### config.mk
export PLATFORM = sky130hd
export DESIGN_NAME = step_pulse_gen
export DESIGN_NICKNAME = d
export VERILOG_FILES = /design/src/rtl/step_pulse_pkg.sv /design/src/rtl/sync_bit.sv /design/src/rtl/step_pulse_gen.sv
export SDC_FILE = /design/constraint.sdc
export NUM_CORES = 1
export LEC_CHECK = 0
export CORE_MARGIN = 4
export CORE_UTILIZATION = 57
export CTS_CLUSTER_SIZE = 25
export DETAILED_ROUTE_END_ITERATION = 16
export DONT_BUFFER_PORTS = 1
export GPL_TIMING_DRIVEN = 0
export PLACE_DENSITY = 0.76
export SYNTH_ARGS = -nofsm -noshare
export SYNTH_HDL_FRONTEND = slang
export SYNTH_HIERARCHICAL = 1
export SYNTH_SLANG_ARGS = --single-unit
### constraint.sdc
create_clock -name clk -period 2.2 [get_ports clk]
set_input_delay 0.11 -clock clk [delete_from_list [all_inputs] [get_ports clk]]
set_output_delay 0.11 -clock clk [all_outputs]
set_load 0.01 [all_outputs]
### src/rtl/step_pulse_pkg.sv
// Shared types and sizing helpers for the step pulse generator.
package step_pulse_pkg;

  typedef enum logic [1:0] {
    IDLE        = 2'd0,
    DEB_PRESS   = 2'd1,
    HELD        = 2'd2,
    DEB_RELEASE = 2'd3
  } btn_state_t;

  // Bits needed to hold the value max_val without wrapping.
  function automatic int cnt_width(input int max_val);
    if (max_val < 1) begin
      return 1;
    end else begin
      return $clog2(max_val + 1);
    end
  endfunction

endpackage

### src/rtl/sync_bit.sv
// Single-bit multi-flop synchronizer with a selectable reset level.
module sync_bit #(
  parameter int   STAGES    = 2,
  parameter logic RESET_VAL = 1'b0
) (
  input  logic clk,
  input  logic reset,
  input  logic d,
  output logic q
);

  logic [STAGES-1:0] sync_r;

  // Shift chain; reset forces the idle level so no false edge follows reset.
  always_ff @(posedge clk) begin
    if (reset) begin
      sync_r <= {STAGES{RESET_VAL}};
    end else begin
      sync_r <= {sync_r[STAGES-2:0], d};
    end
  end

  assign q = sync_r[STAGES-1];

endmodule

### src/rtl/step_pulse_gen.sv
// Turns the bouncing KEY button and RUN switch into clean one-cycle step pulses:
// debounced press plus auto-repeat in manual mode, fixed-period strobe in run mode.
module step_pulse_gen #(
  parameter int SYNC_STAGES     = 2,
  parameter int DEBOUNCE_CYCLES = 500000,
  parameter int HOLD_CYCLES     = 25000000,
  parameter int REPEAT_CYCLES   = 5000000,
  parameter int RUN_PERIOD      = 50000000
) (
  input  logic clk,
  input  logic reset,
  input  logic key_n,
  input  logic run_en,
  output logic step,
  output logic key_held,
  output logic running
);

  import step_pulse_pkg::*;

  localparam int DW = cnt_width(DEBOUNCE_CYCLES);
  localparam int HW = cnt_width(HOLD_CYCLES);
  localparam int RW = cnt_width(RUN_PERIOD);

  localparam logic [DW-1:0] DEB_DONE      = DW'(DEBOUNCE_CYCLES);
  localparam logic [HW-1:0] HOLD_MAX      = HW'(HOLD_CYCLES);
  localparam logic [HW-1:0] HOLD_LAST     = HW'(HOLD_CYCLES - 1);
  // A repeat interval longer than the hold time simply restarts from zero.
  localparam logic [HW-1:0] REPEAT_RELOAD =
    HW'((REPEAT_CYCLES >= HOLD_CYCLES) ? 0 : (HOLD_CYCLES - REPEAT_CYCLES));
  localparam logic [RW-1:0] RUN_LAST      = RW'(RUN_PERIOD - 1);

  logic          key_sync_s;
  logic          run_sync_s;
  logic          k_s;
  btn_state_t    state_r, state_nxt_s;
  logic [DW-1:0] dcnt_r, dcnt_nxt_s;
  logic [HW-1:0] hcnt_r, hcnt_nxt_s;
  logic [RW-1:0] rcnt_r;
  logic          btn_fire_s;
  logic          run_wrap_s;
  logic          step_r;
  logic          key_held_r;

  sync_bit #(.STAGES(SYNC_STAGES), .RESET_VAL(1'b1)) u_key_sync (
    .clk   (clk),
    .reset (reset),
    .d     (key_n),
    .q     (key_sync_s)
  );

  sync_bit #(.STAGES(SYNC_STAGES), .RESET_VAL(1'b0)) u_run_sync (
    .clk   (clk),
    .reset (reset),
    .d     (run_en),
    .q     (run_sync_s)
  );

  assign k_s        = ~key_sync_s;
  assign run_wrap_s = run_sync_s && (rcnt_r == RUN_LAST);

  // Button debounce / hold / auto-repeat next-state logic.
  always_comb begin
    state_nxt_s = state_r;
    dcnt_nxt_s  = dcnt_r;
    hcnt_nxt_s  = hcnt_r;
    btn_fire_s  = 1'b0;
    case (state_r)
      IDLE: begin
        if (k_s) begin
          state_nxt_s = DEB_PRESS;
          dcnt_nxt_s  = DW'(1);
        end else begin
          state_nxt_s = IDLE;
        end
      end
      DEB_PRESS: begin
        if (!k_s) begin
          state_nxt_s = IDLE;
        end else if (dcnt_r == DEB_DONE) begin
          state_nxt_s = HELD;
          btn_fire_s  = 1'b1;
          hcnt_nxt_s  = {HW{1'b0}};
        end else begin
          dcnt_nxt_s = dcnt_r + DW'(1);
        end
      end
      HELD: begin
        if (!k_s) begin
          state_nxt_s = DEB_RELEASE;
          dcnt_nxt_s  = DW'(1);
        end else if (REPEAT_CYCLES == 0) begin
          // Auto-repeat disabled: hold time saturates instead of wrapping.
          if (hcnt_r != HOLD_MAX) begin
            hcnt_nxt_s = hcnt_r + HW'(1);
          end else begin
            hcnt_nxt_s = hcnt_r;
          end
        end else if (hcnt_r == HOLD_LAST) begin
          btn_fire_s = 1'b1;
          hcnt_nxt_s = REPEAT_RELOAD;
        end else begin
          hcnt_nxt_s = hcnt_r + HW'(1);
        end
      end
      DEB_RELEASE: begin
        if (k_s) begin
          state_nxt_s = HELD;
        end else if (dcnt_r == DEB_DONE) begin
          state_nxt_s = IDLE;
        end else begin
          dcnt_nxt_s = dcnt_r + DW'(1);
        end
      end
      default: begin
        state_nxt_s = IDLE;
      end
    endcase
  end

  // Button FSM state and counters.
  always_ff @(posedge clk) begin
    if (reset) begin
      state_r <= IDLE;
      dcnt_r  <= {DW{1'b0}};
      hcnt_r  <= {HW{1'b0}};
    end else begin
      state_r <= state_nxt_s;
      dcnt_r  <= dcnt_nxt_s;
      hcnt_r  <= hcnt_nxt_s;
    end
  end

  // Run-mode period counter; held at zero whenever run mode is off.
  always_ff @(posedge clk) begin
    if (reset) begin
      rcnt_r <= {RW{1'b0}};
    end else if (!run_sync_s || run_wrap_s) begin
      rcnt_r <= {RW{1'b0}};
    end else begin
      rcnt_r <= rcnt_r + RW'(1);
    end
  end

  // Registered outputs; run mode masks button pulses.
  always_ff @(posedge clk) begin
    if (reset) begin
      step_r     <= 1'b0;
      key_held_r <= 1'b0;
    end else begin
      step_r     <= run_sync_s ? run_wrap_s : btn_fire_s;
      key_held_r <= (state_nxt_s == HELD) || (state_nxt_s == DEB_RELEASE);
    end
  end

  assign step     = step_r;
  assign key_held = key_held_r;
  assign running  = run_sync_s;

endmodule

==> metrics.md, run 1 <==
| Metric | Value |
|---|---|
| Hold Vio Cnt, Final | 0 |
| Flops & latches, synth | 77 |
| Antenna cells | 0 |
| Skew final | 0.00869 ns |
| Die height | 91.7 um |
| Final min period | 2.21 ns |
| Final period util | 1.00 |
| Netlist Area Pre-Place | 4000 um2 |
| Max-slew violations | 0 |
| NetSw | 0.621 mW |
| Slew headroom | 0.537 |
| All-Layer GR Usage | 0.222 |
| Area Overhead vs Synth | 18.6% |
| Die width | 91.7 um |
| Vias/cell | 6.25 |
| TritonCTS Buffers | 9 |
| Int Power | 2.20 mW |
| Die ar. | 8410 um2 |
| CP Cell Sequence | or4_4 > nor4_4 > a21oi_2 > buf_4 > o31ai_1 > a21oi_2 |
| Largest net degree at the start of global routing | 15 |
| Critical Path AT | 2.44 ns |
| Slew of the pin with the lowest slew margin | 0.689 ns |
| Clock root cell | clkbuf_8 |
| CTS tree | yes |
| Initial core utilization | 0.588 |
| Final GP Congestion | 0.898 |
| Post-synth EDFFs | 0 |
| Initial DRT Pass Iterations | 5 |
| Fmax | 0.452 GHz |
| WP data required | 2.43 ns |
| TNS Setup | -0.0150 ns |
| Final WS setup | -0.0104 ns |
| Endpoint type of the worst setup path | flop |
| Routed Antenna Nets | 0 |
| CTS Buffer Depth | 2 |
| Final WL | 9770 um |
| Post-synth ARST share | 0 |
| Max IR drop VDD | 0.000455 V |
| Clock share of power | 0.465 |
| Synth cell types | 58 |
| Initial antenna violation count | 0 |
| # H-tree levels | 3 |
| Power share of the combinational group | 0.037 |
| Crit-path max FO | 10 |
| Worst-path clk slew | 0.08 ns |
| Leakage | 1.46 nW |
| Pwr dens | 596 nW/um2 |
| CTS sink cnt | 77 |
| Syn Area/Cell | 8.36 um2 |
| Max cap viols | 0 |
| Violated checks | negative setup slack |
| Reg power frac | 0.497 |
| # rows | 30 |
| Later-pin clock latency in the skew report | 0.35 ns |
| Final HPWL DP | 6050 um |
| Crit-path slowest cell | or4_4 |
| Sequential area share after synthesis | 0.386 |
| Top Ports | 7 |
| Primary FF master, synth | dfxtp_1 |
| Most frequent cells in the layout | 72 x dfxtp_1, 46 x nor2_1, 34 x nand2_1 |
| CP Launch Type | flop |
| Residual DRC count | 0 |
| Worst path most repeated cell | a21oi_2 |
| Final Cell Area | 4740 um2 |
| Setup CP Type | flop to flop |
| Cell Area, Placed | 4120 um2 |
| Max incr delay on CP | 0.56 ns |
| Most common cell after layout, fill and taps aside | dfxtp_1 |
| Switching share of power | 0.220 |
| Hold crit path type | primary input to flop |
| Via count | 3783 |
| Outcome | finished, violations left |
| Share of layout cells above drive strength 1 | 0.196 |
| Worst hold slack | 0.0426 ns |
| Total Power | 2.82 mW |
| RSZ-0062 raised after global routing | yes |
| Mapped Nets | 490 |
| First-pass GRT wire length | 15600 um |
| Core area | 6790 um2 |
| IO buf count | 0 |
| Final Util | 0.697 |
| Total global routing overflow | 0 |
| Drt first-iter violations | 258 |
| Final setup violation count | 2 |
| Gate Count Post-Synth | 478 |
| Vias in the first global route | 3393 |
| Drt wl/cell | 16.1 um |
| YS warnings | 6 |
| Final #Nets | 516 |
[per-layer routing]
layer / global-route usage / wire length, um
met3: 0.0509 / 637
met1: 0.297 / 4260
met4: 0.0743 / 277
met2: 0.355 / 4590
met5: 0 / 0
[power groups by stage]
stage	Combinational [mW]	Sequential, mW	Clock, mW
3_5_place_dp	0.0777	1.44	0
6_report	0.106	1.40	1.31
5_1_grt	0.115	1.40	1.40
3_3_place_gp	0.0762	1.44	0
4_1_cts	0.0878	1.40	1.33
2_1_floorplan	0.0608	1.44	0
[layout make-up]
class                           count  area (um2)
Multi-Input combinational cell    368        2500
Fill cell                         522        2060
Sequential cell                    77        1550
Timing Repair Buffer               19         160
Clock buffer                        9         124
Clock inverter                      7         124
Tap cell                           96         120
Buffer                             11        90.1
Inverter                           18        67.6
[per-stage QoR]
| step | instances | worst slack [ns] |
|---|---|---|
| floorplan | 478 | 0.0169 |
| global placement | 574 | -0.397 |
| detailed placement | 574 | -0.355 |
| CTS | 593 | -0.0389 |
| global route | 605 | -0.0558 |
| finish | 605 | -0.0104 |
[registers in the layout, indices dropped and copies added, names as in the netlist]
signal,cells
rcnt_r,26
hcnt_r,25
dcnt_r,19
state_r,2
u_key_sync/sync_r,2
u_run_sync/sync_r,2
step,1
[kinds of logic (layout without fill, tap and decap cells)]
family / after synthesis / count (layout) / share of synthesized area
fa+ha+maj: 8 / 8 / 0.0251
xor+xnor: 28 / 28 / 0.0614
buf+inv: 33 / 64 / 0.0354
simple gates: 219 / 219 / 0.303
compound gates: 113 / 113 / 0.189
flops: 77 / 77 / 0.386
[worst paths after layout]
kind	startpoint	end	slack, ns	depth (start not counted)
max reg2reg	dcnt_r[7]$_SDFFE_PP0P_	hcnt_r[19]$_SDFFE_PP0P_	-0.01	6
min reg2reg	u_key_sync/sync_r[0]$_SDFF_PP1_	u_key_sync/sync_r[1]$_SDFF_PP1_	0.43	1
max	dcnt_r[7]$_SDFFE_PP0P_	hcnt_r[19]$_SDFFE_PP0P_	-0.01	6
min	reset	rcnt_r[5]$_SDFF_PP0_	0.04	2
[synthesized netlist by cell type, drive strengths merged (3+ instances only)]
cell | number | area share
a211oi | 3 | 0.0056
a21o | 5 | 0.0094
a21oi | 32 | 0.041
a22o | 5 | 0.011
a31o | 5 | 0.011
a31oi | 6 | 0.0094
and2 | 3 | 0.0047
and3 | 9 | 0.014
buf | 7 | 0.011
clkbuf | 8 | 0.0075
dfxtp | 77 | 0.39
ha | 8 | 0.025
inv | 18 | 0.017
nand2 | 34 | 0.032
nand2b | 5 | 0.0078
nand3 | 30 | 0.038
nand4 | 17 | 0.027
nor2 | 47 | 0.044
nor3 | 10 | 0.013
nor4 | 10 | 0.023
nor4b | 4 | 0.0088
o21ai | 32 | 0.043
o31ai | 9 | 0.017
or2 | 7 | 0.011
or3 | 19 | 0.031
or4 | 11 | 0.022
xnor2 | 16 | 0.035
xor2 | 12 | 0.026
[worst max-delay path, delay by kind of cell, from the launching register on]
family / cells / cell delay [ns]
AND/OR/NAND/NOR: 2 / 0.88
AO/OA/AOI/OAI: 3 / 0.67
flip-flops: 1 / 0.35
buffers and inverters: 1 / 0.20
[what timing repair did]
| action | 4_1_cts | 5_1_grt |
|---|---|---|
| pin swaps | 21 | 15 |
| hold buffers | 3 | 1 |
| setup endpoints to repair | 65 | 57 |
| gates cloned | 0 | 0 |
| hold endpoints to repair | 4 | 2 |
| setup buffers | 2 | 13 |
| resized for setup | 39 | 34 |
Power figures use the tool's default switching activity.
==> run 2, diff against run 1 <==
--- a/config.mk
+++ b/config.mk
@@ -12,6 +12,7 @@
 export DONT_BUFFER_PORTS = 1
 export GPL_TIMING_DRIVEN = 0
 export PLACE_DENSITY = 0.76
+export SKIP_LAST_GASP = 1
 export SYNTH_ARGS = -nofsm -noshare
 export SYNTH_HDL_FRONTEND = slang
 export SYNTH_HIERARCHICAL = 1
==> run 2 against run 1 <==
  * The flow still finishes with violations (negative setup slack)
  * Register-to-register slack about the same
  * Cell area fell by 0.85%
  * Combinational power hardly changed
  * Clock skew about the same
  * Non-clock buffer count fell by 1
  * Via count down 1.6%
  * Sequential share of layout area grew 0.28 points
  * Core utilization down 0.59 points
  * First-iteration DRC count fell by 19%
  * Critical path depth is the same
  * Clock-buffer cell count did not move
  * Critical path type unchanged
  * Highest routed layer unchanged
==> metrics.md, run 2 (synthesized netlist as in run 1, its figures left out) <==
| Metric | Value |
|---|---|
| Biggest register | rcnt_r |
| Drt wl/cell | 15.3 um |
| Vias in the first global route | 3381 |
| CTS Buffer Depth | 2 |
| # H-tree levels | 3 |
| Max reg flops | 26 |
| TritonCTS Buffers | 9 |
| Via count | 3724 |
| Pre-CTS setup slack | -0.355 ns |
| CP Launch Type | flop |
| Final period util | 1.00 |
| Die height | 91.7 um |
| Clock root cell | clkbuf_8 |
| Area Overhead vs Synth | 17.6% |
| Worst-path clk slew | 0.08 ns |
| Later-pin clock latency in the skew report | 0.35 ns |
| Residual DRC count | 0 |
| Final WS setup | -0.00834 ns |
| Crit-path max FO | 6 |
| Final setup violation count | 1 |
| Leading registers by flop count | rcnt_r (26), hcnt_r (25), dcnt_r (19) |
| All-Layer GR Usage | 0.221 |
| Initial DRT Pass Iterations | 5 |
| Most common cell after layout, fill and taps aside | dfxtp_1 |
| CTS sink cnt | 77 |
| Slew headroom | 0.531 |
| Max IR drop VDD | 0.000484 V |
| Final #Nets | 515 |
| Final min period | 2.21 ns |
| Critical Path AT | 2.49 ns |
| Fmax | 0.453 GHz |
| Outcome | finished, violations left |
| Hold crit path type | primary input to flop |
| Die ar. | 8410 um2 |
| Share of layout cells above drive strength 1 | 0.179 |
| Initial antenna violation count | 0 |
| Final GP Congestion | 0.898 |
| FF-to-FF setup slack | -0.008 ns |
| Core area | 6790 um2 |
| Routed Antenna Nets | 0 |
| Max cap viols | 0 |
| Final HPWL DP | 6050 um |
| Largest net degree at the start of global routing | 15 |
| Leakage | 1.45 nW |
| Top Ports | 7 |
| Skew final | 0.00852 ns |
| IO buf count | 0 |
| Vias/cell | 6.17 |
| RSZ-0062 raised after global routing | yes |
| Most frequent cells in the layout | 72 x dfxtp_1, 46 x nor2_1, 34 x nand2_1 |
| Final WL | 9260 um |
| Initial core utilization | 0.588 |
| WP data required | 2.48 ns |
| # rows | 30 |
| Drt first-iter violations | 208 |
| CTS tree | yes |
| Antenna cells | 0 |
| Violated checks | negative setup slack |
| First-pass GRT wire length | 15500 um |
| Die width | 91.7 um |
| Final Util | 0.691 |
| Max-slew violations | 0 |
| Fillers | 528 |
| Pwr dens | 600 nW/um2 |
| Hold Vio Cnt, Final | 0 |
| TNS Setup | -0.00834 ns |
| Total global routing overflow | 0 |
| Slew of the pin with the lowest slew margin | 0.698 ns |
| Endpoint type of the worst setup path | flop |
| Setup CP Type | flop to flop |
run 2: cell count changes in the layout (fill, tap and decap cells not counted), sizes merged:
cell    delta
clkbuf     +1
buf        -2
run 2: cell type report:
| type | count | area [um2] | area share |
|---|---|---|---|
| inverters | 18 | 67.6 | 0.0144 |
| multi-input cells | 368 | 2460 | 0.524 |
| well taps | 96 | 120 | 0.0256 |
| plain buffers | 11 | 93.8 | 0.0200 |
| flip-flops and latches | 77 | 1550 | 0.331 |
| repair buffers | 18 | 153 | 0.0325 |
| clock buffers | 9 | 124 | 0.0264 |
| clock inverters | 7 | 124 | 0.0264 |
run 2: timing repair:
item	4_1_cts	5_1_grt
buffers inserted	2	12
setup endpoints to repair	65	57
endpoints found under the hold margin	4	1
pin swaps	21	11
hold buffers	3	1
gates resized for setup	38	26
run 2: per-layer routing:
| metal | wire (um) | vias up | track usage | part of all wire |
|---|---|---|---|---|
| li1 | - | 1818 | - | - |
| met2 | 4350 | 137 | 0.351 | 0.47 |
| met3 | 498 | 26 | 0.0509 | 0.054 |
| met5 | 0 | - | 0 | 0 |
| met4 | 180 | 0 | 0.0718 | 0.019 |
| met1 | 4230 | 1743 | 0.297 | 0.46 |
run 2: power breakdown:
part	internal (mW)	total, mW	leakage, nW	switching (mW)
Clock	0.759	1.31	0.120	0.552
Sequential	1.40	1.40	0.624	0.00662
Combinational	0.0458	0.106	0.705	0.0598
run 2: worst max-delay path: stages, from the launching register on:
cell	delay, ns
dfxtp_2	0.34
or4_4	0.56
nor4_4	0.33
a21oi_2	0.14
buf_6	0.16
or4_1	0.48
a21oi_2	0.14
run 2: final timing paths:
check                                     to  cells past startpoint                             from
max                  hcnt_r[23]$_SDFFE_PP0P_                      6           dcnt_r[7]$_SDFFE_PP0P_
min                     rcnt_r[5]$_SDFF_PP0_                      2                            reset
max reg2reg          hcnt_r[23]$_SDFFE_PP0P_                      6           dcnt_r[7]$_SDFFE_PP0P_
min reg2reg  u_key_sync/sync_r[1]$_SDFF_PP1_                      1  u_key_sync/sync_r[0]$_SDFF_PP1_
run 2: through the flow:
stage	std cells	power (mW)	hold WS (ns)	cell area [um2]
3_5_place_dp	574	1.52	0.188	4120
4_1_cts	593	2.82	0.0103	4510
6_report	604	2.82	0.0390	4700
5_1_grt	604	2.92	0.0407	4700
3_3_place_gp	574	1.51	0.186	4120
2_1_floorplan	478	1.50	0.182	4000
==> run 3, diff against run 2 <==
--- a/config.mk
+++ b/config.mk
@@ -6,12 +6,12 @@
 export NUM_CORES = 1
 export LEC_CHECK = 0
 export CORE_MARGIN = 4
-export CORE_UTILIZATION = 57
+export CORE_UTILIZATION = 60
 export CTS_CLUSTER_SIZE = 25
 export DETAILED_ROUTE_END_ITERATION = 16
 export DONT_BUFFER_PORTS = 1
 export GPL_TIMING_DRIVEN = 0
-export PLACE_DENSITY = 0.76
+export PLACE_DENSITY = 0.77
 export SKIP_LAST_GASP = 1
 export SYNTH_ARGS = -nofsm -noshare
 export SYNTH_HDL_FRONTEND = slang
==> constraint.sdc (replaced) <==
create_clock -name clk -period 2.34 [get_ports clk]
set_input_delay 0.117 -clock clk [delete_from_list [all_inputs] [get_ports clk]]
set_output_delay 0.117 -clock clk [all_outputs]
set_load 0.01 [all_outputs]
==> run 3 against run 2 <==
  * First-iteration DRC count is 25% higher
  * Clock-buffer cell count increased by 1
  * The flow now finishes without violations
  * Register-to-register slack improved by 0.08 ns
  * Non-clock buffer count is 2 higher
  * Power decreased by 14%
  * Clock skew shrank 0.0030 ns
  * Highest routed layer unchanged
  * Hold slack worse by 0.014 ns
  * Sequential power down 6%
  * Clock power fell by 21%
  * Cell area is 3.8% lower
  * Global-route usage up 2.1 points
  * Critical path depth grew 1
  * Critical path type unchanged
==> metrics.md, run 3 (synthesized netlist as in run 1, its figures left out) <==
| Metric | Value |
|---|---|
| Antenna cells | 0 |
| Final setup violation count | 0 |
| Critical Path AT | 2.55 ns |
| Clock share of power | 0.423 |
| Setup CP Type | flop to flop |
| Int Power | 1.85 mW |
| Crit-path max FO | 5 |
| Highest routed layer | met4 |
| Max-slew violations | 0 |
| Max IR drop VDD | 0.000348 V |
| Worst-path clk slew | 0.08 ns |
| M1 wire length | 4200 um |
| Cell Area, Placed | 4090 um2 |
| Biggest register | rcnt_r |
| WL met2 | 4420 um |
| Routed Antenna Nets | 0 |
| Max cap viols | 0 |
| Final #Nets | 517 |
| Top Ports | 7 |
| Endpoint type of the worst setup path | flop |
| Most common cell after layout, fill and taps aside | dfxtp_1 |
| Final WL | 9330 um |
| Leading registers by flop count | rcnt_r (26), hcnt_r (25), dcnt_r (19) |
| Skew final | 0.00550 ns |
| CTS tree | yes |
| CTS Buffer Depth | 2 |
| Via count | 3651 |
| Final min period | 2.27 ns |
| WP data required | 2.62 ns |
| Residual DRC count | 0 |
| Final GP Congestion | 0.871 |
| TritonCTS Buffers | 9 |
| Largest net degree at the start of global routing | 15 |
| Drt first-iter violations | 260 |
| Critical Path Source | state_r[1]$_SDFF_PP0_ |
| Slew headroom | 0.552 |
| Core area | 6420 um2 |
| Fmax | 0.440 GHz |
| Later-pin clock latency in the skew report | 0.35 ns |
| Initial DRT Pass Iterations | 5 |
| CTS sink cnt | 77 |
| Leakage | 1.41 nW |
| Reg power frac | 0.543 |
| Pwr dens | 538 nW/um2 |
| RSZ-0062 raised after global routing | yes |
| Switching share of power | 0.240 |
| IO buf count | 0 |
| Die width | 89.6 um |
| Share of layout cells above drive strength 1 | 0.149 |
| # rows | 29 |
| NetSw | 0.582 mW |
| Die height | 89.6 um |
| Outcome | complete, no violations |
| Worst hold slack | 0.0246 ns |
| Drt wl/cell | 15.9 um |
| HP Start | reset |
| Max reg flops | 26 |
| Power share of the combinational group | 0.034 |
| Hold crit path type | primary input to flop |
| Final period util | 0.971 |
| Die ar. | 8030 um2 |
| # H-tree levels | 3 |
| Initial core utilization | 0.622 |
| Final Cell Area | 4520 um2 |
| Initial antenna violation count | 0 |
| Total global routing overflow | 0 |
| Cells after DPL | 555 |
| Non-filler cells, final | 587 |
| Slew of the pin with the lowest slew margin | 0.667 ns |
| Vias in the first global route | 3371 |
| Crit Reg-Reg Startpoint | state_r[1]$_SDFF_PP0_ |
| Most frequent cells in the layout | 76 x dfxtp_1, 46 x nor2_1, 34 x nand2_1 |
| CP Launch Type | flop |
| All-Layer GR Usage | 0.242 |
| Final Util | 0.704 |
| First-pass GRT wire length | 15400 um |
| TNS Setup | 0 ns |
| Vias/cell | 6.22 |
| Hold Vio Cnt, Final | 0 |
| Met3 wire len | 504 um |
| Clock root cell | clkbuf_8 |
| Area Overhead vs Synth | 13.1% |
| Final HPWL DP | 6240 um |
run 3: cell types whose count changed in the layout (fill, tap and decap cells not counted), sizes merged:
cell,change
clkbuf,+2
inv,+1
dlygate4sd3,-1
bufinv,-2
buf,+2
run 3: layout make-up:
class / count / area, um2
multi-input cells: 368 / 2390
fillers: 545 / 1900
flip-flops and latches: 77 / 1550
repair buffers: 18 / 140
clock buffers: 10 / 128
well taps: 77 / 96.3
plain buffers: 13 / 76.3
clock inverters: 6 / 72.6
inverters: 18 / 67.6
run 3: path summary, 6_finish.rpt:
| check | endpoint | slack (ns) | cells past startpoint |
|---|---|---|---|
| worst min-delay path | hcnt_r[4]$_SDFFE_PP0P_ | 0.02 | 2 |
| worst max-delay path | dcnt_r[5]$_SDFFE_PP0P_ | 0.07 | 7 |
| worst max register to register | dcnt_r[5]$_SDFFE_PP0P_ | 0.07 | 7 |
| worst min register to register | u_key_sync/sync_r[1]$_SDFF_PP1_ | 0.41 | 1 |
run 3: layer usage:
metal | up-vias | track usage
met2 | 99 | 0.410
met5 | - | 0
met4 | 0 | 0.0920
li1 | 1809 | -
met1 | 1717 | 0.304
met3 | 26 | 0.0484
run 3: what timing repair did:
action,in CTS,in global routing
setup buffers,0,14
pin swaps,1,10
endpoints found under the hold margin,4,0
hold buffers,3,0
resized for setup,8,19
setup endpoints to repair,36,58
gates cloned,0,1
run 3: stage by stage:
stage | setup WS (ns) | power [mW]
2_1_floorplan | 0.157 | 1.41
3_3_place_gp | -0.120 | 1.42
3_5_place_dp | -0.207 | 1.42
4_1_cts | 0.0127 | 2.45
5_1_grt | -0.0338 | 2.54
6_report | 0.0671 | 2.43
run 3: worst max-delay path: stages (launching register included):
cell and delay [ns]:
dfxtp_1 0.43, inv_1 0.11, ha_1 0.29, nor3b_2 0.26, or2_2 0.24, o311ai_4 0.11
or4b_2 0.66, o211ai_1 0.09
run 3: power by group through the flow:
stage / clock network (mW) / logic (mW) / registers [mW]
finish: 1.03 / 0.0834 / 1.32
global route: 1.12 / 0.0920 / 1.32
CTS: 1.05 / 0.0813 / 1.32
detailed placement: 0 / 0.0729 / 1.35
global placement: 0 / 0.0713 / 1.35
floorplan: 0 / 0.0571 / 1.35
